$ cat config.mk
export PLATFORM = sky130hd
export DESIGN_NAME = cpu_mem_rd_arbiter
export DESIGN_NICKNAME = d
export VERILOG_FILES = /design/src/rtl/cpu_mem_rd_arbiter.sv
export SDC_FILE = /design/constraint.sdc
export NUM_CORES = 1
export LEC_CHECK = 0
export ABC_AREA = 1
export BUFFER_PORTS_ARGS = -buffer_cell sky130_fd_sc_hd__buf_2
export CORE_UTILIZATION = 50
export DETAILED_ROUTE_END_ITERATION = 7
export PLACE_DENSITY = 0.81
export REMOVE_ABC_BUFFERS = 1
export SLEW_MARGIN = 20
export SYNTH_ARGS = -nofsm -noshare
export SYNTH_HDL_FRONTEND = slang
export SYNTH_SLANG_ARGS = --single-unit
$ cat constraint.sdc
create_clock -name clk -period 2.35 [get_ports clk]
set_input_delay 0 -clock clk [delete_from_list [all_inputs] [get_ports clk]]
set_output_delay 0 -clock clk [all_outputs]
set_load 0.005 [all_outputs]
$ cat src/rtl/cpu_mem_rd_arbiter.sv
// Memory controller front end: round-robin arbitration of RD_CHANNELS read
// requesters onto one memory read port, plus an independent registered write path.
module cpu_mem_rd_arbiter #(
  parameter int unsigned RD_CHANNELS = 2,
  parameter int unsigned MEM_DEPTH   = 32768,
  parameter int unsigned MEM_ADDR_W  = 15
) (
  input  logic                        clk,
  input  logic                        reset,
  input  logic [RD_CHANNELS-1:0]      rd_en,
  input  logic [RD_CHANNELS-1:0]      rd_size,
  input  logic [16*RD_CHANNELS-1:0]   rd_addr,
  output logic [RD_CHANNELS-1:0]      rd_done,
  output logic [16*RD_CHANNELS-1:0]   rd_data,
  output logic [RD_CHANNELS-1:0]      invalid_rd_addr,
  input  logic                        wr_en,
  input  logic                        wr_size,
  input  logic [15:0]                 wr_addr,
  input  logic [15:0]                 wr_data,
  output logic                        invalid_wr_addr,
  output logic                        mem_rd_en,
  output logic [MEM_ADDR_W-1:0]       mem_rd_addr,
  input  logic                        mem_rd_done,
  input  logic [15:0]                 mem_rd_data,
  output logic [1:0]                  mem_wr_en,
  output logic [MEM_ADDR_W-1:0]       mem_wr_addr,
  output logic [15:0]                 mem_wr_data
);

  localparam int unsigned PTR_W      = (RD_CHANNELS > 1) ? $clog2(RD_CHANNELS) : 1;
  localparam logic [16:0] ADDR_LIMIT = 17'(2 * MEM_DEPTH);

  typedef enum logic [1:0] {
    S_IDLE,
    S_BUSY,
    S_RESP
  } state_t;

  state_t                       state_q, state_d;
  logic [PTR_W-1:0]             ptr_q, ptr_d;
  logic [PTR_W-1:0]             gnt_q, gnt_d;
  logic                         byte_sel_q, byte_sel_d;
  logic                         size_q, size_d;
  logic                         mem_rd_en_q, mem_rd_en_d;
  logic [MEM_ADDR_W-1:0]        mem_rd_addr_q, mem_rd_addr_d;
  logic [RD_CHANNELS-1:0]       rd_done_q, rd_done_d;
  logic [RD_CHANNELS-1:0]       invalid_rd_q, invalid_rd_d;
  logic [16*RD_CHANNELS-1:0]    rd_data_q, rd_data_d;

  logic [1:0]                   mem_wr_en_q, mem_wr_en_d;
  logic [MEM_ADDR_W-1:0]        mem_wr_addr_q, mem_wr_addr_d;
  logic [15:0]                  mem_wr_data_q, mem_wr_data_d;
  logic                         invalid_wr_q, invalid_wr_d;

  logic                         req_found;
  logic [PTR_W-1:0]             req_idx;
  logic [PTR_W-1:0]             scan_idx;
  logic [15:0]                  req_addr;
  logic                         req_size;
  logic                         wr_conflict;

  function automatic logic addr_ok(input logic [15:0] a, input logic is_word);
    return ({1'b0, a} < ADDR_LIMIT) && !(is_word && a[0]);
  endfunction

  // Circular search starting one past the last granted channel.
  always_comb begin
    req_found = 1'b0;
    req_idx   = ptr_q;
    scan_idx  = ptr_q;
    for (int unsigned k = 0; k < RD_CHANNELS; k++) begin
      if (32'(scan_idx) == RD_CHANNELS - 1) begin
        scan_idx = '0;
      end else begin
        scan_idx = scan_idx + 1'b1;
      end
      if (!req_found && rd_en[scan_idx]) begin
        req_found = 1'b1;
        req_idx   = scan_idx;
      end
    end
  end

  always_comb begin
    req_addr    = rd_addr[16*req_idx +: 16];
    req_size    = rd_size[req_idx];
    wr_conflict = (mem_wr_en_q != 2'b00) && (mem_wr_addr_q == req_addr[MEM_ADDR_W:1]);
  end

  always_comb begin
    state_d       = state_q;
    ptr_d         = ptr_q;
    gnt_d         = gnt_q;
    byte_sel_d    = byte_sel_q;
    size_d        = size_q;
    mem_rd_en_d   = mem_rd_en_q;
    mem_rd_addr_d = mem_rd_addr_q;
    rd_done_d     = '0;
    invalid_rd_d  = '0;
    rd_data_d     = rd_data_q;

    case (state_q)
      S_IDLE: begin
        // A same-word write landing this cycle holds the grant back one cycle.
        if (req_found && !wr_conflict) begin
          gnt_d      = req_idx;
          ptr_d      = req_idx;
          byte_sel_d = req_addr[0];
          size_d     = req_size;
          if (addr_ok(req_addr, req_size)) begin
            state_d       = S_BUSY;
            mem_rd_en_d   = 1'b1;
            mem_rd_addr_d = req_addr[MEM_ADDR_W:1];
          end else begin
            state_d                      = S_RESP;
            rd_done_d[req_idx]           = 1'b1;
            invalid_rd_d[req_idx]        = 1'b1;
            rd_data_d[16*req_idx +: 16]  = '0;
          end
        end
      end
      S_BUSY: begin
        if (mem_rd_done) begin
          state_d            = S_RESP;
          mem_rd_en_d        = 1'b0;
          rd_done_d[gnt_q]   = 1'b1;
          if (size_q) begin
            rd_data_d[16*gnt_q +: 16] = mem_rd_data;
          end else if (byte_sel_q) begin
            rd_data_d[16*gnt_q +: 16] = {8'h00, mem_rd_data[15:8]};
          end else begin
            rd_data_d[16*gnt_q +: 16] = {8'h00, mem_rd_data[7:0]};
          end
        end
      end
      S_RESP: begin
        state_d = S_IDLE;
      end
      default: begin
        state_d     = S_IDLE;
        mem_rd_en_d = 1'b0;
      end
    endcase
  end

  always_ff @(posedge clk) begin
    if (reset) begin
      state_q       <= S_IDLE;
      ptr_q         <= PTR_W'(RD_CHANNELS - 1);
      gnt_q         <= '0;
      byte_sel_q    <= 1'b0;
      size_q        <= 1'b0;
      mem_rd_en_q   <= 1'b0;
      mem_rd_addr_q <= '0;
      rd_done_q     <= '0;
      invalid_rd_q  <= '0;
      rd_data_q     <= '0;
    end else begin
      state_q       <= state_d;
      ptr_q         <= ptr_d;
      gnt_q         <= gnt_d;
      byte_sel_q    <= byte_sel_d;
      size_q        <= size_d;
      mem_rd_en_q   <= mem_rd_en_d;
      mem_rd_addr_q <= mem_rd_addr_d;
      rd_done_q     <= rd_done_d;
      invalid_rd_q  <= invalid_rd_d;
      rd_data_q     <= rd_data_d;
    end
  end

  always_comb begin
    mem_wr_en_d   = '0;
    invalid_wr_d  = 1'b0;
    mem_wr_addr_d = mem_wr_addr_q;
    mem_wr_data_d = mem_wr_data_q;
    if (wr_en) begin
      mem_wr_addr_d = wr_addr[MEM_ADDR_W:1];
      mem_wr_data_d = wr_size ? wr_data : {2{wr_data[7:0]}};
      if (addr_ok(wr_addr, wr_size)) begin
        mem_wr_en_d = wr_size ? 2'b11 : (wr_addr[0] ? 2'b10 : 2'b01);
      end else begin
        invalid_wr_d = 1'b1;
      end
    end
  end

  always_ff @(posedge clk) begin
    if (reset) begin
      mem_wr_en_q   <= '0;
      mem_wr_addr_q <= '0;
      mem_wr_data_q <= '0;
      invalid_wr_q  <= 1'b0;
    end else begin
      mem_wr_en_q   <= mem_wr_en_d;
      mem_wr_addr_q <= mem_wr_addr_d;
      mem_wr_data_q <= mem_wr_data_d;
      invalid_wr_q  <= invalid_wr_d;
    end
  end

  assign rd_done         = rd_done_q;
  assign rd_data         = rd_data_q;
  assign invalid_rd_addr = invalid_rd_q;
  assign mem_rd_en       = mem_rd_en_q;
  assign mem_rd_addr     = mem_rd_addr_q;
  assign mem_wr_en       = mem_wr_en_q;
  assign mem_wr_addr     = mem_wr_addr_q;
  assign mem_wr_data     = mem_wr_data_q;
  assign invalid_wr_addr = invalid_wr_q;

endmodule

==> results.json, run 1 <==
{
  "status": "finished, final reports clean",
  "root_buffer": "clkbuf_8",
  "antenna_found_initial": 1,
  "num_io_pins": 175,
  "ir_worst_vdd_mv": 0.359,
  "hpwl_um": 9770,
  "syn_area_um2": 4780,
  "drive_above_1_share_pct": 25.4,
  "fin_skew_ns": 0.0165,
  "synth-edff-count": 0,
  "grt_pass1_wl_um": 22400,
  "clk_pin_slew_ns": 0.11,
  "grt_pass1_vias": 4794,
  "synth_seq_cells": 92,
  "max-clock-path-buffers": 2,
  "postLayoutCellArea_um2": 6280,
  "vias": 5384,
  "ys_warn_count": 0,
  "cts_sinks": 92,
  "cp.required_ns": 2.67,
  "final_net_count": 1021,
  "initial_core_util_pct": 51.7,
  "p_sw_mw": 1.66,
  "fin_util_pct": 68.0,
  "core_um2": 9240,
  "syn2layout_area_growth_pct": 31.5,
  "first_iter_violations": 287,
  "total_power_mw": 4.42,
  "routabilityCongestion": 0.908,
  "grt_max_degree": 40,
  "ys_async_sr_fraction_pct": 0,
  "finalMaxSlewViolations": 0,
  "firstDrtPassIters": 6,
  "maxSlewHeadroom_pct": 43.4,
  "p_leak_nw": 3.28,
  "fp.dieW_um": 99.7,
  "ant_nets": 0,
  "p_comb_share_pct": 33.8,
  "synth.yosys.seq_area_share_pct": 38.6,
  "rsz0062_at_grt": "true",
  "clockPowerShare_pct": 24.1,
  "wl_per_cell_um": 13.0,
  "finalHoldViolCount": 0,
  "numCtsBuffers": 9,
  "cp_data_arrival_time_ns": 2.47,
  "io_buffers": 174,
  "syn_inst": 735,
  "synthFlopType": "dfxtp_1",
  "setup-tns-final_ns": 0,
  "crit_type": "flip-flop to flip-flop",
  "critPathLaunchType": "flip-flop",
  "finalCriticalPeriod_ns": 2.15,
  "die_h_um": 99.7,
  "hold_class": "input pin to flip-flop",
  "htree_num_levels": 3,
  "clock_latency_ns": 0.38,
  "fin_crit_sh_pct": 91.7,
  "maxCapViolCount": 0,
  "place_area_um2": 5700,
  "post-route-drc-count": 0,
  "endpoint_kind": "flip-flop",
  "p_per_area_nw_per_um2": 704,
  "die-area_um2": 9950,
  "ys_types": 34,
  "cell_internal_pwr_mw": 2.76,
  "syn_avg_cell_area_um2": 6.50,
  "p_sw_share_pct": 37.5,
  "routed_wl_um": 13900,
  "power_frac_seq_pct": 42.1,
  "fmax_mhz": 464,
  "grt-ovfl-total": 0,
  "cts_tree": "yes",
  "worst_pin_slew_ns": 0.844,
  "hold_ws_ns": 0.0118,
  "setup_violations": 0,
  "rows": 35,
  "track_usage_pct": 28.1,
  "crit_fanout": 11,
  "nFillCells": 831,
  "post_drt_via_cell_ratio": 5.05
}
per-layer routing:
| layer | up-vias | track usage, % | wire length, µm |
|---|---|---|---|
| li1 | 2745 | - | - |
| met4 | 0 | 10.7 | 379 |
| met1 | 2407 | 36.9 | 6170 |
| met2 | 201 | 45.8 | 6540 |
| met3 | 31 | 5.27 | 798 |
| met5 | - | 0 | 0 |
critical path, stage by stage (launching register included):
cell     delay (ns)
dfxtp_2        0.35
inv_2          0.07
nand2_2        0.07
nand2_2        0.09
buf_4          0.17
nand2_1        0.07
nand2_1        0.09
nand2_1        0.06
nand2_1        0.09
nor2_1         0.06
nand2_1        0.06
nor2_2         0.04
nand2_2        0.07
nand2_4        0.09
buf_4          0.16
nor2_4         0.27
nand4_1        0.15
a21oi_1        0.14
logic make-up after synthesis:
group | Yosys count | share of synthesized area (%)
AND/OR/NAND/NOR | 373 | 33.8
AO/OA/AOI/OAI | 146 | 16.0
buffers and inverters | 123 | 11.4
flip-flops | 92 | 38.6
multiplexers | 1 | 0.210
power by group through the flow:
stage | logic (mW) | clock network, mW | registers, mW
finish | 1.49 | 1.07 | 1.86
global route | 1.69 | 1.13 | 1.88
CTS | 1.45 | 1.09 | 1.86
detailed placement | 1.39 | 0 | 1.89
global placement | 1.37 | 0 | 1.89
floorplan | 0.834 | 0 | 1.91
placed cells by master, fill, tap and decap left out, drive strengths merged:
cell         count
a21oi           76
a31oi            1
buf            194
clkbuf           9
clkinv           4
clkinvlp         2
dfxtp           92
diode            1
dlygate4sd3     33
inv             82
mux2i            1
nand2          194
nand3           54
nand3b           1
nand4           11
nor2           108
nor3             1
nor3b            2
nor4             1
o211ai           7
o21ai           59
o21bai           3
or2              2
metrics by stage:
stage / worst slack [ns] / cells
finish: 0.195 / 1067
global route: -0.0101 / 1067
CTS: 0.0409 / 1062
detailed placement: 0.0181 / 1012
global placement: 0.0651 / 1012
floorplan: 0.0392 / 693
registers in the layout (all words and copies together), names as in the netlist, 2 cells and up:
name	flops
invalid_rd_addr	2
mem_wr_data	16
state_q	2
mem_wr_addr	15
rd_done	2
mem_wr_en	2
rd_data	32
mem_rd_addr	15
path summary, 6_finish.rpt:
path / slack (ns) / cells after the start / to / start
min reg2reg: 0.47 / 2 / mem_rd_addr[12] / mem_rd_addr[12]
max: 0.20 / 17 / mem_rd_addr[14] / ptr_q
max reg2reg: 0.20 / 17 / mem_rd_addr[14] / ptr_q
min: 0.01 / 5 / rd_data[20] / mem_rd_data[4]
cells in the mapped netlist, types with 2 or more instances:
| cell type | instances | area, µm² |
|---|---|---|
| dfxtp_1 | 92 | 1840 |
| nand3_1 | 53 | 265 |
| nor2_1 | 103 | 387 |
| o21ai_1 | 4 | 20.0 |
| buf_2 | 5 | 25.0 |
| buf_1 | 2 | 7.51 |
| o21bai_1 | 3 | 22.5 |
| nand2_4 | 3 | 33.8 |
| inv_1 | 77 | 289 |
| nand2_1 | 184 | 691 |
| nand4_1 | 9 | 56.3 |
| buf_4 | 4 | 30.0 |
| or2_2 | 2 | 12.5 |
| inv_2 | 3 | 11.3 |
| nand4_4 | 2 | 42.5 |
| o211ai_1 | 7 | 52.6 |
| buf_6 | 7 | 78.8 |
| nor2_2 | 3 | 18.8 |
| clkbuf_1 | 23 | 86.3 |
| o21ai_0 | 54 | 270 |
| nor3b_1 | 2 | 15.0 |
| a21oi_1 | 75 | 375 |
| nand2_2 | 7 | 43.8 |
what timing repair did:
item,CTS,global route
hold buffers,33,0
hold endpoints to repair,34,0
setup endpoints to repair,1,44
cloned,1,0
pin swaps,1,4
buffers inserted,0,4
resized for setup,0,8
cell type report:
class / instances / area [µm²] / area share [%]
Antenna cell: 1 / 2.50 / 0.0398
Clock buffer: 9 / 124 / 1.97
Clock inverter: 7 / 68.8 / 1.10
Inverter: 81 / 307 / 4.88
Multi-Input combinational cell: 521 / 2410 / 38.4
Sequential cell: 92 / 1840 / 29.3
Tap cell: 129 / 161 / 2.57
Timing Repair Buffer: 227 / 1360 / 21.7
Note: power is estimated with default switching activity, not from simulation.
==> run 2, diff against run 1 <==
--- a/config.mk
+++ b/config.mk
@@ -7,6 +7,7 @@
 export LEC_CHECK = 0
 export ABC_AREA = 1
 export BUFFER_PORTS_ARGS = -buffer_cell sky130_fd_sc_hd__buf_2
+export CORE_ASPECT_RATIO = 0.5
 export CORE_UTILIZATION = 50
 export DETAILED_ROUTE_END_ITERATION = 7
 export PLACE_DENSITY = 0.81
==> results.json, run 2 (synthesis gave the netlist of run 1 again) <==
{
  "status": "finished, final reports clean",
  "multiInputGateArea_um2": 2410,
  "cp_data_arrival_time_ns": 2.35,
  "root_buffer": "clkbuf_16",
  "grt-ovfl-total": 0,
  "fin_skew_ns": 0.00713,
  "setup_violations": 0,
  "track_usage_pct": 29.2,
  "hold_ws_ns": 0.0446,
  "grtUsageMet3_pct": 8.60,
  "p_comb_share_pct": 30.2,
  "critical_path_buf_inv_count": 2,
  "htree_num_levels": 3,
  "r2r_cells": 18,
  "diodes": 0,
  "clockPowerShare_pct": 31.5,
  "cell_internal_pwr_mw": 3.27,
  "core_um2": 8980,
  "r2r_setup_slack_ns": 0.23,
  "whs_path_depth": 5,
  "worst_pin_slew_ns": 0.900,
  "hold_class": "input pin to flip-flop",
  "syn2layout_area_growth_pct": 32.5,
  "critPathLaunchType": "flip-flop",
  "fp.dieW_um": 140,
  "clock_latency_ns": 0.34,
  "initial_core_util_pct": 53.2,
  "finalMaxSlewViolations": 0,
  "p_sw_share_pct": 32.9,
  "io_buffers": 174,
  "clk_pin_slew_ns": 0.07,
  "seq_area_um2": 1840,
  "vias": 5432,
  "fin_crit_sh_pct": 90.3,
  "rows": 24,
  "nFillCells": 801,
  "dp_cells": 999,
  "grt_busiest_layer": "met2",
  "cts_tree": "yes",
  "grt_pass1_vias": 5069,
  "routabilityCongestion": 0.885,
  "firstDrtPassIters": 5,
  "numCtsBuffers": 9,
  "routed_wl_um": 14500,
  "post_drt_via_cell_ratio": 5.18,
  "maxCapViolCount": 0,
  "mostFrequentLayoutCells": "nand2_1 (184), buf_2 (174), nor2_1 (103), dfxtp_1 (91), a21oi_1 (75)",
  "wl_per_cell_um": 13.8,
  "power_frac_seq_pct": 38.3,
  "stdcell_count": 1049,
  "p_leak_nw": 3.32,
  "critPathTopFamily": "simple AND/OR/NAND/NOR gates",
  "drive_above_1_share_pct": 24.9,
  "largest_reg_flops": 32,
  "die-area_um2": 9970,
  "crit_type": "flip-flop to flip-flop",
  "die_h_um": 71.1,
  "cts_sinks": 92,
  "p_per_area_nw_per_um2": 770,
  "total_power_mw": 4.87,
  "fmax_mhz": 471,
  "cp_common_cell": "nand2_1",
  "met2_usage_pct": 51.6,
  "ant_nets": 0,
  "maxSlewHeadroom_pct": 39.9,
  "met1_usage_pct": 34.9,
  "grt_pass1_wl_um": 23100,
  "crit_slowest_cell": "dfxtp_2",
  "num_io_pins": 175,
  "crit_fanout": 12,
  "setup-tns-final_ns": 0,
  "cp.required_ns": 2.57,
  "antenna_found_initial": 0,
  "post-route-drc-count": 0,
  "first_iter_violations": 284,
  "crit_path_cell_trace": "inv_2, nand2_1, nand2_1, nand2_1, nand2_1, nand2_1, nand2_1, nor2_1, nand2_1, nor2_2, nand2_2, nand2_4, nor2_8, nand2_2, nand2_4, inv_4, nor2_1, nor2_1",
  "finalCriticalPeriod_ns": 2.12,
  "rsz0062_at_grt": "false",
  "worstSetupPathDepth": 18,
  "cpPeakStageDelay_ns": 0.33,
  "finalHoldViolCount": 0,
  "endpoint_kind": "flip-flop",
  "ir_worst_vdd_mv": 0.436,
  "final_net_count": 1016,
  "hpwl_um": 9790,
  "max-clock-path-buffers": 2,
  "grt_max_degree": 58,
  "layout_commonest_cell": "nand2_1",
  "p_sw_mw": 1.60
}
run 2: power groups by stage:
stage | Sequential, mW | Clock, mW | Combinational, mW
floorplan | 1.91 | 0 | 0.834
global placement | 1.89 | 0 | 1.35
detailed placement | 1.89 | 0 | 1.39
CTS | 1.86 | 1.56 | 1.45
global route | 1.89 | 1.60 | 1.66
finish | 1.86 | 1.53 | 1.47
run 2: repair_timing:
action,in CTS,in global routing
setup buffers,0,1
hold buffers,32,0
gates cloned,1,0
endpoints found under the setup margin,5,17
pin swaps,1,1
resized for setup,1,8
hold endpoints to repair,34,0
run 2: through the flow:
stage / cell area, µm² / utilization (%) / worst slack [ns]
after floorplan: 4530 / - / 0.0392
after global placement: 5660 / 63.1 / 0.0760
after detailed placement: 5660 / 63.1 / -0.00909
after CTS: 6310 / 70.3 / 0.0431
after global routing: 6330 / 70.5 / 0.0213
final: 6330 / 70.5 / 0.228
run 2: worst register-to-register path, stage by stage, from the launching register on:
cell and delay, ns:
dfxtp_2 0.33, inv_2 0.07, nand2_1 0.06, nand2_1 0.24
nand2_1 0.13, nand2_1 0.11, nand2_1 0.05, nand2_1 0.07
nor2_1 0.04, nand2_1 0.07, nor2_2 0.04, nand2_2 0.07
nand2_4 0.10, nor2_8 0.15, nand2_2 0.09, nand2_4 0.15
inv_4 0.07, nor2_1 0.12, nor2_1 0.07
run 2: worst paths after layout:
check	from	to
setup / recovery	ptr_q	rd_data[9]
hold reg to reg	mem_rd_addr[14]	mem_rd_addr[14]
setup reg to reg	ptr_q	rd_data[9]
hold / removal	rd_addr[14]	mem_rd_addr[13]
run 2: routing by layer:
layer	routed length, µm	part of all wire [%]
met4	233	1.6
met1	6150	43
met2	6890	48
met5	0	0
met3	1200	8.3
run 2: area by class of cell:
cell class                 instances  area share, %
tap                              117           2.31
inverter                          81           4.84
timing repair buffer             222           20.7
multi-input combinational        521           38.1
clock inverter                     4           1.17
clock buffer                      12           3.74
sequential                        92           29.1
